## src/rtl/norm_unit_if.sv

```systemverilog
// Request/result bundle for norm_unit (iterative CLZ/CLS normalizer).
// Handshake: start is a one-cycle request taken only when busy=0; done is a
// one-cycle pulse and out/sh/zero are valid from that cycle until the next done.
interface norm_unit_if #(
  parameter int WIDTH = 32,
  parameter int SH_W  = 5
);
  logic             start;
  logic             mode;
  logic [WIDTH-1:0] in;
  logic             busy;
  logic             done;
  logic [WIDTH-1:0] out;
  logic [SH_W-1:0]  sh;
  logic             zero;

  modport master (
    output start, mode, in,
    input  busy, done, out, sh, zero
  );

  modport slave (
    input  start, mode, in,
    output busy, done, out, sh, zero
  );
endinterface

```

## src/rtl/norm_unit.sv

```systemverilog
// Iterative normalizer: finds the left shift that normalizes an operand (CLZ or CLS).
// Optional NORM_FAST_EN adds a 4-bit coarse step per cycle; results are unchanged.
module norm_unit #(
  parameter int WIDTH = 32,
  parameter int SH_W  = 5
) (
  input  logic       clk,
  input  logic       rst_n,
  norm_unit_if.slave nif,
  output logic [1:0] state_dbg
);

  typedef enum logic [1:0] {
    IDLE  = 2'd0,
    SHIFT = 2'd1,
    DONE  = 2'd2
  } state_t;

  localparam logic [SH_W-1:0] C_MAX = SH_W'(WIDTH - 1);
`ifdef NORM_FAST_EN
  localparam logic [SH_W-1:0] C_FAST_MAX = SH_W'(WIDTH - 5);
`endif

  state_t           state;
  logic [WIDTH-1:0] w;
  logic [SH_W-1:0]  c;
  logic             mode_q;
  logic             busy_r;
  logic             done_r;
  logic [WIDTH-1:0] out_r;
  logic [SH_W-1:0]  sh_r;
  logic             zero_r;

  logic w_zero;
  logic norm_hit;
  logic stop;
`ifdef NORM_FAST_EN
  logic coarse;
`endif

  always_comb begin
    w_zero   = (w == '0);
    norm_hit = mode_q ? (w[WIDTH-1] ^ w[WIDTH-2]) : w[WIDTH-1];
    stop     = w_zero | (c == C_MAX) | norm_hit;
`ifdef NORM_FAST_EN
    // Coarse step only when at least four more shifts are certain to follow.
    coarse = 1'b0;
    if (c <= C_FAST_MAX) begin
      if (mode_q)
        coarse = (w[WIDTH-1:WIDTH-5] == '0) || (w[WIDTH-1:WIDTH-5] == '1);
      else
        coarse = (w[WIDTH-1:WIDTH-4] == '0);
    end
`endif
  end

  always_ff @(posedge clk or negedge rst_n) begin
    if (!rst_n) begin
      state  <= IDLE;
      w      <= '0;
      c      <= '0;
      mode_q <= 1'b0;
      busy_r <= 1'b0;
      done_r <= 1'b0;
      out_r  <= '0;
      sh_r   <= '0;
      zero_r <= 1'b0;
    end else begin
      case (state)
        IDLE, DONE: begin
          done_r <= 1'b0;
          // DONE accepts a new request exactly like IDLE, so back-to-back has no bubble.
          if (nif.start) begin
            w      <= nif.in;
            c      <= '0;
            mode_q <= nif.mode;
            busy_r <= 1'b1;
            state  <= SHIFT;
          end else begin
            state  <= IDLE;
          end
        end
        SHIFT: begin
          if (stop) begin
            out_r  <= w;
            sh_r   <= c;
            zero_r <= w_zero;
            busy_r <= 1'b0;
            done_r <= 1'b1;
            state  <= DONE;
`ifdef NORM_FAST_EN
          end else if (coarse) begin
            w <= w << 4;
            c <= c + SH_W'(4);
`endif
          end else begin
            w <= w << 1;
            c <= c + SH_W'(1);
          end
        end
        default: begin
          busy_r <= 1'b0;
          done_r <= 1'b0;
          state  <= IDLE;
        end
      endcase
    end
  end

  assign nif.busy  = busy_r;
  assign nif.done  = done_r;
  assign nif.out   = out_r;
  assign nif.sh    = sh_r;
  assign nif.zero  = zero_r;
  assign state_dbg = state;

endmodule

```

## src/flat_wrapper.sv

```systemverilog
// flat-port wrapper written by rule: the top's interface ports become plain ports
module norm_unit_flat 
#(
  parameter int WIDTH = 32,
  parameter int SH_W  = 5
)
  (clk, rst_n, state_dbg, nif_start, nif_mode, nif_in, nif_busy, nif_done, nif_out, nif_sh, nif_zero);
  norm_unit_if #(.WIDTH(WIDTH), .SH_W(SH_W)) nif_i ();
  input  logic clk;
  input  logic rst_n;
  output logic [1:0] state_dbg;
  input wire logic [$bits(nif_i.start)-1:0] nif_start;
  input wire logic [$bits(nif_i.mode)-1:0] nif_mode;
  input wire logic [$bits(nif_i.in)-1:0] nif_in;
  output wire logic [$bits(nif_i.busy)-1:0] nif_busy;
  output wire logic [$bits(nif_i.done)-1:0] nif_done;
  output wire logic [$bits(nif_i.out)-1:0] nif_out;
  output wire logic [$bits(nif_i.sh)-1:0] nif_sh;
  output wire logic [$bits(nif_i.zero)-1:0] nif_zero;
  assign nif_i.start = nif_start;
  assign nif_i.mode = nif_mode;
  assign nif_i.in = nif_in;
  assign nif_busy = nif_i.busy;
  assign nif_done = nif_i.done;
  assign nif_out = nif_i.out;
  assign nif_sh = nif_i.sh;
  assign nif_zero = nif_i.zero;
  norm_unit #(.WIDTH(WIDTH), .SH_W(SH_W)) u_core (.clk(clk), .rst_n(rst_n), .nif(nif_i), .state_dbg(state_dbg));
endmodule
```

## config.mk

```make
export PLATFORM = sky130hd
export DESIGN_NAME = norm_unit_flat
export DESIGN_NICKNAME = d
export VERILOG_FILES = /design/src/rtl/norm_unit_if.sv /design/src/rtl/norm_unit.sv /design/src/flat_wrapper.sv
export SDC_FILE = /design/constraint.sdc
export NUM_CORES = 1
export LEC_CHECK = 0
export ABC_AREA = 1
export BUFFER_PORTS_ARGS = -buffer_cell sky130_fd_sc_hd__buf_2
export CORE_MARGIN = 4
export CORE_UTILIZATION = 35
export CTS_BUF_LIST = sky130_fd_sc_hd__clkbuf_8
export DETAILED_ROUTE_END_ITERATION = 8
export GPL_TIMING_DRIVEN = 0
export SETUP_SLACK_MARGIN = 0.3
export SYNTH_ARGS = -nofsm -noshare
export SYNTH_HDL_FRONTEND = slang
export SYNTH_SLANG_ARGS = --single-unit
```

## constraint.sdc

```tcl
create_clock -name clk -period 2.2 [get_ports clk]
set_input_delay 0.55 -clock clk [delete_from_list [all_inputs] [get_ports clk]]
set_output_delay 0.55 -clock clk [all_outputs]
set_load 0.02 [all_outputs]
```

After elaboration in Yosys (flattened, before gate mapping)
Cells that the tools add are included.

Register bits after elaboration: 80. Input bits: 36. Output and inout bits: 42.

Add/subtract/negate cells: 1. Eq/ne operators: 6. Muxes and demuxes: 15. Bitwise logic cells: 3. Reduce and logical (&&, ||, !) cells: 8.

Operators by type and width (count): $mux W32 (2); $pmux W32 S2 (1); $logic_not A32 Y1 (1); $mux W5 (2); $pmux W5 S2 (1); $mux W1 (6); $reduce_and A2 Y1 (3); $add A5 B1 Y5 const B (1); $eq A5 B5 Y1 const B (1); $ne A2 B2 Y1 const B (2); $pmux W2 S2 (1); $reduce_and A3 Y1 (1); $eq A2 B1 Y1 const B (1); $eq A2 B2 Y1 const B (1); $logic_not A2 Y1 (1); $mux W2 (1); $ne A2 B1 Y1 const B (1); $or A1 B1 Y1 (2); $pmux W1 S2 (1); $reduce_bool A2 Y1 (1); $reduce_or A2 Y1 (1); $xor A1 B1 Y1 (1).

Longest topological paths before layout
Gate-level depths: netlist (run 1).

Depth after elaboration: 5. Mapped depth: 12. Gate-level depth less buffers: 11.

Worst setup path after synthesis (run 1)
Ideal clock, no wire load.

Path type: reg2reg. Start point: register u_core.c[0]. End point: register u_core.w[25]. Setup time: 0.117 ns. Data arrival time: 1.743 ns. Required time: 2.083 ns. Setup slack: 0.341 ns. Stages on the path, launching flop included: 11. Buffers on the path: 2. Cell sequence: dfrtp_1 -> ha_1 -> nand2_1 -> nor2_1 -> ha_1 -> a211oi_4 -> nand3_4 -> buf_12 -> buf_12 -> nand3_2 -> nand2_1.

Word-level cells in the longest chain between the ends: 5.

RTL lines: start: declaration (line norm_unit.sv:26) `logic [SH_W-1:0] c;`; start signal: assignment (line norm_unit.sv:98) `c <= c + SH_W'(1);`; $eq A5 B5 Y1 (line norm_unit.sv:44) `stop = w_zero | (c == C_MAX) | norm_hit;`; $or A1 B1 Y1 (2 in a row) (line norm_unit.sv:44); $ne A2 B2 Y1 (no line); $reduce_and A3 Y1 (no line); end signal: assignment (line norm_unit.sv:74) `w <= nif.in;`; end signal: assignment (line norm_unit.sv:97) `w <= w << 1;`; end: declaration (line norm_unit.sv:25) `logic [WIDTH-1:0] w;`.

Every way passes these cells. A chain may end at the register's enable or synchronous reset.

Worst setup path in the final report (run 1)
Start point: register u_core.c[1]. End point: register u_core.w[23].

The elaborated chain is that of the path after synthesis.

==> results of run 1 <==
-- cell usage in the layout (no fill, tap or decap), drive strengths merged --
cell	instances
bufbuf	1
a211oi	1
inv	42
clkbuf	19
dfrtp	79
ha	3
nor2	19
bufinv	1
a21oi	2
buf	122
clkinvlp	1
nand3	43
o21ai	66
nand2	178
-- registers in the layout (all words and copies together), names as in the netlist --
name,flops
u_core.nif.sh,5
u_core.c,5
u_core.w,32
u_core.state_dbg,1
u_core.mode_q,1
u_core.nif.done,1
u_core.nif.busy,1
u_core.nif.zero,1
u_core.nif.out,32
-- metal layers --
layer  vias to the layer above  GRT usage (%)  part of all wire [%]
met5                         -              0                     0
met4                         0          6.260                   1.9
met3                        17          2.316                   4.0
met2                        64          26.27                    49
met1                      1661          20.45                    45
li1                       1667              -                     -
-- cells in the mapped netlist --
cell      number  share of area, %
inv_1         23               2.2
nand2_2        1              0.16
buf_12         3               1.5
ha_1           3              0.94
nor2_1        16               1.5
o21ai_2       33               7.2
nor2_8         1              0.50
a21oi_1        2              0.25
a211oi_4       1              0.50
buf_4          2              0.38
dfrtp_1       79                49
buf_2          9               1.1
nand3_2       20               5.0
o21ai_0       31               3.9
buf_6          9               2.5
nand2_4        2              0.56
nand2_1      172                16
o21ai_1        2              0.25
nand2_8        1              0.50
nand3_4        1              0.44
inv_2         17               1.6
clkbuf_1       3              0.28
nand3_1       22               2.8
nor2_2         2              0.31
-- report_power, final --
part	switching [uW]	total [uW]	internal [uW]
clock network	529	1140	610
registers	371	2430	2060
logic	3030	5280	2250
-- final timing paths --
check,end,slack (ns),cells after the start
max,u_core.w[23],0.28,11
min,u_core.nif.out[2],0.09,1
max reg2reg,u_core.w[23],0.28,11
min reg2reg,u_core.nif.sh[1],0.48,2
max in group asynchronous,u_core.nif.out[21],1.52,2
min in group clk,u_core.w[0],0.39,3
-- stage by stage --
stage	std cells	utilization, %
2_1_floorplan	455	-
3_3_place_gp	672	41.49
3_5_place_dp	673	41.76
4_1_cts	704	45.47
5_1_grt	717	48.38
6_report	717	48.38
-- kinds of logic (layout without fill, tap and decap cells) --
| kind of cell | Yosys count | in the layout | synth area share, % |
|---|---|---|---|
| and+or+nand+nor | 238 | 240 | 27.90 |
| DFF | 79 | 79 | 49.47 |
| AOI/OAI and AO/OA | 69 | 69 | 12.12 |
| buffers and inverters | 66 | 186 | 9.580 |
| adders and majority gates | 3 | 3 | 0.9394 |
-- timing repair --
item                       CTS  global route
setup endpoints to repair   69            76
gates resized for setup      9            40
hold buffers                 0             0
buffers inserted            13             7
gates cloned                 2             6
pin swaps                    4             8
-- final cells by class --
class	instances	area, um2
fillers	1090	5669
flip-flops and latches	79	1977
multi-input cells	312	1768
repair buffers	104	742.0
plain buffers	26	291.5
well taps	140	175.2
clock buffers	12	165.2
inverters	40	150.1
clock inverters	4	45.04
-- critical path: stages, from the launching register on --
cell	delay, ns
dfrtp_1	0.42
ha_2	0.21
nand2_2	0.07
nor2_2	0.04
ha_2	0.19
a211oi_4	0.21
nand3_4	0.14
buf_6	0.17
nand2_8	0.11
clkbuf_16	0.18
nand2_4	0.04
nand2_2	0.07
==> reports/metrics.csv, run 1 <==
stage;metric;value;unit
run_status;outcome;finished, final reports clean;
power_and_ir_drop;Pwr Total;8849;uW
clock_network;htree depth;3;
clock_network;root buf cell;clkbuf_8;
die;chip height;114.9;um
placement;DP Wirelength;6819;um
flow_run;max-cap violation count;0;
setup_path;required time of the worst setup path;2.49;ns
placement;routability cong.;0.7643;
drt;Residual DRC;0;
timing;final worst slack;0.2760;ns
timing;Layout Skew;0.01073;ns
placement;IO buf count;77;
drt;DR pass1 iterations;4;
grt;largest net degree at the start of global routing;58;
grt;vias in the first global route;3418;
setup_path;CP Class;reg -> reg;
timing;max-slew violation count;0;
timing;Worst-Margin Slew;0.4637;ns
timing;Fin. Hold Viols;0;
finish;share of cells above drive strength 1;42.46;%
die;# IOs;78;
drt;Total Wirelength;10350;um
clock_network;clk sinks;79;
clock_network;clk slew on worst S/H paths;0.08;ns
finish;nets@finish;611;
timing;final setup violation count;0;
clock_network;cts bufs inserted;9;
setup_path;crit start category;register;
setup_path;crit path DAT;2.22;ns
yosys;post-synth net total;494;
timing;unrepaired setup endpoints after global routing;yes;
power_and_ir_drop;Pwr Density;1665;nW/um2
die;Rows;38;
yosys;Synth Warn #;0;
drt;Antenna Nets Post-Route;0;
timing;Setup TNS Final;0;ns
yosys;synthesized cell area;3996;um2
clock_network;worst-skew pair later-pin latency;0.35;ns
timing;Max Freq;0.5197;GHz
hold_path;worst hold path type;in -> async;
clock_network;CTS max path bufs;2;
timing;Hold WS;0.09356;ns
setup_path;crit-path max FO;5;
timing;post-route minimum period;1.924;ns
die;Core Area;10980;um2
yosys;Mapped Cells;455;
finish;Design Area, Final;5314;um2
finish;area delta synth->final;32.97;%
grt;gr usage total;15.69;%
power_and_ir_drop;peak supply drop;662.9;uV
drt;WL per Instance;14.43;um
placement;Post-Place Worst Slack;0.1980;ns
timing;post-route clock period utilization;87.46;%
placement;Placement Cell Area;4587;um2
yosys;syn avg cell area;8.783;um2
clock_network;TritonCTS clock tree;built;
timing;Slew Limit Headroom;69.01;%
drt;drt via density;4.755;
grt;grt total ovfl;0;
die;Die Area;13190;um2
die;initial core utilization;36.39;%
drt;Vias;3409;
grt;first-pass GRT wire length;16540;um
yosys;synthesis-stage register bit count;79;
drt;DR iter-0 viols;90;
grt;initial antenna violation count;0;
finish;antenna cells;0;
die;die width;114.9;um
power_and_ir_drop;Pleak;0.002822;uW
setup_path;reg2reg start;u_core.c[1];
yosys;sequential-to-total area share from yosys stat;49.47;%
yosys;Synth cell types;24;
setup_path;Worst Setup SP;u_core.c[1];
setup_path;crit end category;register;
No activity file was read; power rests on OpenSTA's default activity.
==> run 2: changes to the inputs <==
--- a/config.mk
+++ b/config.mk
@@ -14,3 +14,5 @@
 export GPL_TIMING_DRIVEN = 0
+export REMOVE_ABC_BUFFERS = 1
 export SETUP_SLACK_MARGIN = 0.3
+export SLEW_MARGIN = 0
 export SYNTH_ARGS = -nofsm -noshare
--- a/constraint.sdc
+++ b/constraint.sdc
@@ -3,2 +3,2 @@
 set_output_delay 0.55 -clock clk [all_outputs]
-set_load 0.02 [all_outputs]
+set_load 0.05 [all_outputs]
==> reports/metrics.csv, run 2 (same netlist as run 1, synthesis figures left out) <==
stage;metric;value;unit;change
run_status;outcome;finished, final reports clean;;unchanged
grt;grt total ovfl;0;;unchanged
grt;largest net degree at the start of global routing;67;;was 58
finish;most frequent cells in the layout;150 x nand2_1, 79 x dfrtp_1, 76 x buf_2, 33 x o21ai_2, 31 x o21ai_0;;was 156 x nand2_1, 84 x buf_2, 79 x dfrtp_1, 33 x o21ai_2, 31 x o21ai_0
finish;nets@finish;594;;was 611
finish;share of cells above drive strength 1;41.86;%;was 42.46%
setup_path;crit-path max FO;9;;was 5
die;Rows;38;;unchanged
setup_path;crit path DAT;2.19;ns;was 2.22 ns
clock_network;worst-skew pair later-pin latency;0.36;ns;was 0.35 ns
finish;sequential cell area;1977;um2;unchanged
timing;post-route minimum period;1.943;ns;was 1.924 ns
grt;vias in the first global route;3336;;was 3,418
finish;antenna cells;0;;unchanged
finish;area delta synth->final;29.46;%;was 32.97%
drt;Antenna Nets Post-Route;0;;unchanged
die;die width;114.9;um;unchanged
setup_path;CP Cell Sequence;ha_2 > nand2_2 > nor2_2 > ha_2 > a211oi_4 > buf_12 > buf_12 > nand2_8 > nand2_4 > o21ai_2;;was ha_2 > nand2_2 > nor2_2 > ha_2 > a211oi_4 > nand3_4 > buf_6 > nand2_8 > clkbuf_16 > nand2_4 > nand2_2
timing;Max Freq;0.5148;GHz;was 0.5197 GHz
timing;Slew Limit Headroom;60.81;%;was 69.01%
timing;Worst-Margin Slew;0.5878;ns;was 0.4637 ns
timing;unrepaired setup endpoints after global routing;yes;;unchanged
setup_path;max incr delay on CP;0.40;ns;was 0.42 ns
placement;routability cong.;0.7174;;was 0.7643
timing;Fin. Hold Viols;0;;unchanged
drt;WL per Instance;16.61;um;was 14.43 um
placement;IO buf count;77;;unchanged
hold_path;worst hold path type;in -> async;;unchanged
clock_network;CTS max path bufs;2;;unchanged
setup_path;CP Class;reg -> reg;;unchanged
die;# IOs;78;;unchanged
grt;gr usage total;17.37;%;was 15.69%
clock_network;clk sinks;79;;unchanged
power_and_ir_drop;Pwr Total;9453;uW;was 8849 uW
clock_network;CTS hold repair buffers;0;;unchanged
drt;Vias;3345;;was 3,409
drt;Total Wirelength;11610;um;was 10,350 um
die;Die Area;13190;um2;unchanged
timing;final setup violation count;0;;unchanged
finish;Multi-input gate area;2019;um2;was 1768 um2
timing;max-slew violation count;0;;unchanged
clock_network;htree depth;3;;unchanged
power_and_ir_drop;Pleak;0.002685;uW;was 0.002822 uW
die;chip height;114.9;um;unchanged
flow_run;max-cap violation count;0;;unchanged
drt;DR iter-0 viols;124;;was 90
drt;DR pass1 iterations;4;;unchanged
finish;Final Util;47.11;%;was 48.38%
clock_network;clk slew on worst S/H paths;0.08;ns;about the same
setup_path;reg2reg start;u_core.c[1];;unchanged
drt;drt via density;4.785;;was 4.755
die;initial core utilization;36.39;%;unchanged
setup_path;CP max stage cell;dfrtp_1;;unchanged
setup_path;required time of the worst setup path;2.45;ns;was 2.49 ns
placement;DP Wirelength;5692;um;was 6819 um
setup_path;crit end category;register;;unchanged
power_and_ir_drop;Pwr Density;1827;nW/um2;was 1665 nW/um2
setup_path;Reg2Reg Capture Point;u_core.nif.out[25];;was u_core.w[23]
clock_network;cts bufs inserted;9;;unchanged
clock_network;root buf cell;clkbuf_8;;unchanged
timing;post-route clock period utilization;88.30;%;was 87.46%
die;Core Area;10980;um2;unchanged
timing;Layout Skew;0.005911;ns;was 0.01073 ns
finish;most common cell after layout, fill and taps aside;nand2_1;;unchanged
setup_path;worst reg2reg path depth;10;;was 11
drt;Residual DRC;0;;unchanged
grt;initial antenna violation count;0;;unchanged
setup_path;reg2reg setup slack;0.26;ns;was 0.28 ns
power_and_ir_drop;peak supply drop;812.1;uV;was 662.9 uV
finish;FILL cells;1064;;was 1,090
setup_path;crit start category;register;;unchanged
grt;first-pass GRT wire length;17620;um;was 16,540 um
clock_network;TritonCTS clock tree;built;;unchanged
## run 2: changes by cell type in the layout (fill, tap and decap cells not counted), moves of 3 or more
cell,before,now
buf_4,21,13
clkbuf_1,3,0
nand2_1,156,150
buf_2,84,76
nand2_8,3,13
clkbuf_16,4,1
nand2_2,12,21
buf_8,7,0
## run 2: how the worst max path moves through the flow
| stage | startpoint | endpoint | slack (ns) | cells past startpoint |
|---|---|---|---|---|
| 6_report | u_core.c[1] | u_core.nif.out[25] | 0.26 | 10 |
| 5_1_grt | u_core.w[30] | u_core.w[28] | 0.17 | 12 |
| 4_1_cts | u_core.c[0] | u_core.w[14] | 0.31 | 11 |
| 3_5_place_dp | u_core.c[0] | u_core.w[14] | -0.52 | 9 |
| 3_3_place_gp | nif_start | u_core.w[30] | -0.83 | 5 |
| 2_1_floorplan | u_core.state_dbg[0] | u_core.c[0] | -0.22 | 5 |
## run 2: through the flow
step | hold slack, ns | std cells | setup TNS, ns | cell area [um2] | worst slack, ns
2_1_floorplan | 0.2544 | 429 | -8.168 | 3764 | -0.2218
3_3_place_gp | 0.4565 | 646 | -33.88 | 4324 | -0.8254
3_5_place_dp | 0.4588 | 648 | -18.64 | 4377 | -0.5249
4_1_cts | 0.1601 | 688 | 0 | 4921 | 0.3091
5_1_grt | 0.1881 | 699 | 0 | 5174 | 0.1671
6_report | 0.1598 | 699 | 0 | 5174 | 0.2575
## run 2: report_power, final
part	internal (uW)	switching, uW	total (uW)
Clock	485	527	1010
Sequential	2060	362	2420
Combinational	1880	4140	6020
## run 2: repair_timing
item / CTS / global route
resized for setup: 13 / 33
pin swaps: 9 / 18
setup endpoints to repair: 78 / 76
setup buffers: 15 / 4
gates cloned: 10 / 7
## run 2: cell type report
class | count | share of cell area, %
multi-input cells | 326 | 39.03
inverters | 40 | 2.950
repair buffers | 99 | 13.01
well taps | 140 | 3.386
clock inverters | 3 | 0.2177
flip-flops and latches | 79 | 38.21
clock buffers | 12 | 3.192
## run 2: layer usage
| layer | wire [um] | share of wire [%] | track usage [%] |
|---|---|---|---|
| met1 | 5429 | 47 | 23.01 |
| met2 | 5397 | 46 | 28.16 |
| met3 | 554 | 4.8 | 3.421 |
| met4 | 228 | 2.0 | 6.573 |
| met5 | 0 | 0 | 0 |
## run 2: critical path: cells and delay by family (launching register included)
kind | cells | cell delay (ns)
buffers and inverters | 2 | 0.27
DFF | 1 | 0.40
AOI/OAI and AO/OA | 2 | 0.31
and+or+nand+nor | 4 | 0.44
adders and majority gates | 2 | 0.40
==> run 3: changes to the inputs <==
==> constraint.sdc (replaced) <==
create_clock -name clk -period 2.2 [get_ports clk]
set_input_delay 0.11 -clock clk [delete_from_list [all_inputs] [get_ports clk]]
set_output_delay 0.11 -clock clk [all_outputs]
set_load 0.05 [all_outputs]
==> reports/metrics.csv, run 3 (same netlist as run 1, synthesis figures left out) <==
stage;metric;value;unit;change
run_status;outcome;finished, final reports clean;;unchanged
clock_network;cts bufs inserted;9;;unchanged
drt;Residual DRC;0;;unchanged
finish;FILL cells;1065;;was 1,064
clock_network;CTS max path bufs;2;;unchanged
grt;largest net degree at the start of global routing;67;;unchanged
timing;unrepaired setup endpoints after global routing;yes;;unchanged
finish;sequential cell area;1977;um2;unchanged
power_and_ir_drop;Pwr Density;1818;nW/um2;was 1827 nW/um2
drt;Vias;3355;;was 3,345
power_and_ir_drop;Pleak;0.002698;uW;was 0.002685 uW
die;initial core utilization;36.39;%;unchanged
placement;routability cong.;0.7174;;unchanged
grt;initial antenna violation count;0;;unchanged
die;Rows;38;;unchanged
timing;Layout Skew;0.005989;ns;was 0.005911 ns
timing;Fin. Hold Viols;0;;unchanged
finish;nets@finish;597;;was 594
setup_path;crit start category;register;;unchanged
setup_path;crit-path max FO;8;;was 9
timing;Slew Limit Headroom;60.47;%;was 60.81%
grt;gr usage total;17.42;%;was 17.37%
setup_path;CP Class;reg -> reg;;unchanged
placement;Inst Count DP;648;;unchanged
timing;Max Freq;0.5154;GHz;was 0.5148 GHz
flow_run;max-cap violation count;0;;unchanged
drt;DR pass1 iterations;4;;unchanged
timing;post-route clock period utilization;88.19;%;was 88.30%
clock_network;root buf cell;clkbuf_8;;unchanged
setup_path;required time of the worst setup path;2.51;ns;was 2.45 ns
placement;IO buf count;77;;unchanged
clock_network;clk slew on worst S/H paths;0.08;ns;about the same
finish;Multi-input gate area;2024;um2;was 2019 um2
drt;drt via density;4.779;;was 4.785
timing;Worst-Margin Slew;0.5930;ns;was 0.5878 ns
finish;final non-filler cell total;702;;was 699
drt;WL per Instance;16.61;um;about the same
drt;Antenna Nets Post-Route;0;;unchanged
timing;max-slew violation count;0;;unchanged
clock_network;TritonCTS clock tree;built;;unchanged
power_and_ir_drop;peak supply drop;814.4;uV;was 812.1 uV
grt;first-pass GRT wire length;17650;um;was 17,620 um
grt;grt total ovfl;0;;unchanged
placement;DP Wirelength;5692;um;unchanged
timing;post-route minimum period;1.940;ns;was 1.943 ns
clock_network;clk sinks;79;;unchanged
timing;final setup violation count;0;;unchanged
setup_path;crit end category;register;;unchanged
drt;DR iter-0 viols;156;;was 124
finish;most common cell after layout, fill and taps aside;nand2_1;;unchanged
drt;Total Wirelength;11660;um;was 11,610 um
die;# IOs;78;;unchanged
clock_network;worst-skew pair later-pin latency;0.36;ns;about the same
setup_path;crit path DAT;2.25;ns;was 2.19 ns
timing;Setup TNS Final;0;ns;unchanged
die;Die Area;13190;um2;unchanged
finish;most frequent cells in the layout;150 x nand2_1, 79 x dfrtp_1, 76 x buf_2, 33 x o21ai_2, 31 x o21ai_0;;unchanged
die;chip height;114.9;um;unchanged
finish;area delta synth->final;30.34;%;was 29.46%
hold_path;worst hold path type;in -> reg;;was in -> async
die;die width;114.9;um;unchanged
die;Core Area;10980;um2;unchanged
finish;share of cells above drive strength 1;41.81;%;was 41.86%
finish;antenna cells;0;;unchanged
grt;vias in the first global route;3337;;was 3,336
clock_network;htree depth;3;;unchanged
run 3: cell count changes in the layout (fill, tap and decap cells not counted), sizes merged:
cell,before,now
dlygate4sd3,0,3
run 3: critical path, cell delays in order, from the launching register on:
cell and delay, ns:
dfrtp_1 0.40, ha_2 0.20, nand2_2 0.07, nor2_2 0.04
ha_2 0.20, a211oi_4 0.24, buf_12 0.16, nand3_4 0.11
buf_12 0.20, nand2_8 0.13, nand2_2 0.06, nand2_2 0.06
run 3: area by class of cell:
cell class	instances	share of cell area [%]
Multi-Input combinational cell	326	38.87
Sequential cell	79	37.95
Timing Repair Buffer	102	13.50
Tap cell	140	3.363
Clock buffer	12	3.171
Inverter	40	2.931
Clock inverter	3	0.2162
run 3: worst paths after layout:
kind	startpoint	to	slack, ns	cells past startpoint
setup / recovery	u_core.c[1]	u_core.w[12]	0.26	11
hold / removal	nif_in[13]	u_core.w[13]	0.05	5
hold reg to reg	u_core.nif.sh[2]	u_core.nif.sh[2]	0.47	2
setup reg to reg	u_core.c[1]	u_core.w[12]	0.26	11
min in group asynchronous	rst_n	u_core.w[2]	0.26	2
max in group asynchronous	rst_n	u_core.nif.sh[1]	1.33	3
run 3: report_power, final:
| group | internal, uW | switching, uW | leakage, uW |
|---|---|---|---|
| registers | 2060 | 362 | 0.00101 |
| clock network | 485 | 530 | 0.000102 |
| logic | 1880 | 4150 | 0.00158 |
run 3: layer usage:
| metal | up-vias | wire (um) | track usage [%] |
|---|---|---|---|
| met3 | 15 | 560 | 3.421 |
| met1 | 1598 | 5437 | 22.94 |
| li1 | 1669 | - | - |
| met5 | - | 0 | 0 |
| met4 | 0 | 187 | 6.573 |
| met2 | 73 | 5478 | 28.43 |
run 3: through the flow:
stage               power, uW  util, %  setup slack, ns  hold WS, ns  instance area (um2)
floorplan                5681        -          -0.2218      -0.1856                 3764
global placement         6636    39.37          -0.6537       0.3323                 4324
detailed placement       6730    39.85          -0.5249       0.1258                 4377
CTS                      8911    45.08           0.3091      0.02903                 4951
global route            10120    47.43           0.1641      0.05949                 5209
finish                   9469    47.43           0.2599      0.05241                 5209
run 3: what timing repair did:
action | in CTS | in global routing
buffers inserted | 15 | 4
pin swaps | 9 | 18
resized for setup | 13 | 34
cloned | 10 | 7
hold buffers | 3 | 0
setup endpoints to repair | 78 | 76
hold endpoints to repair | 39 | 0
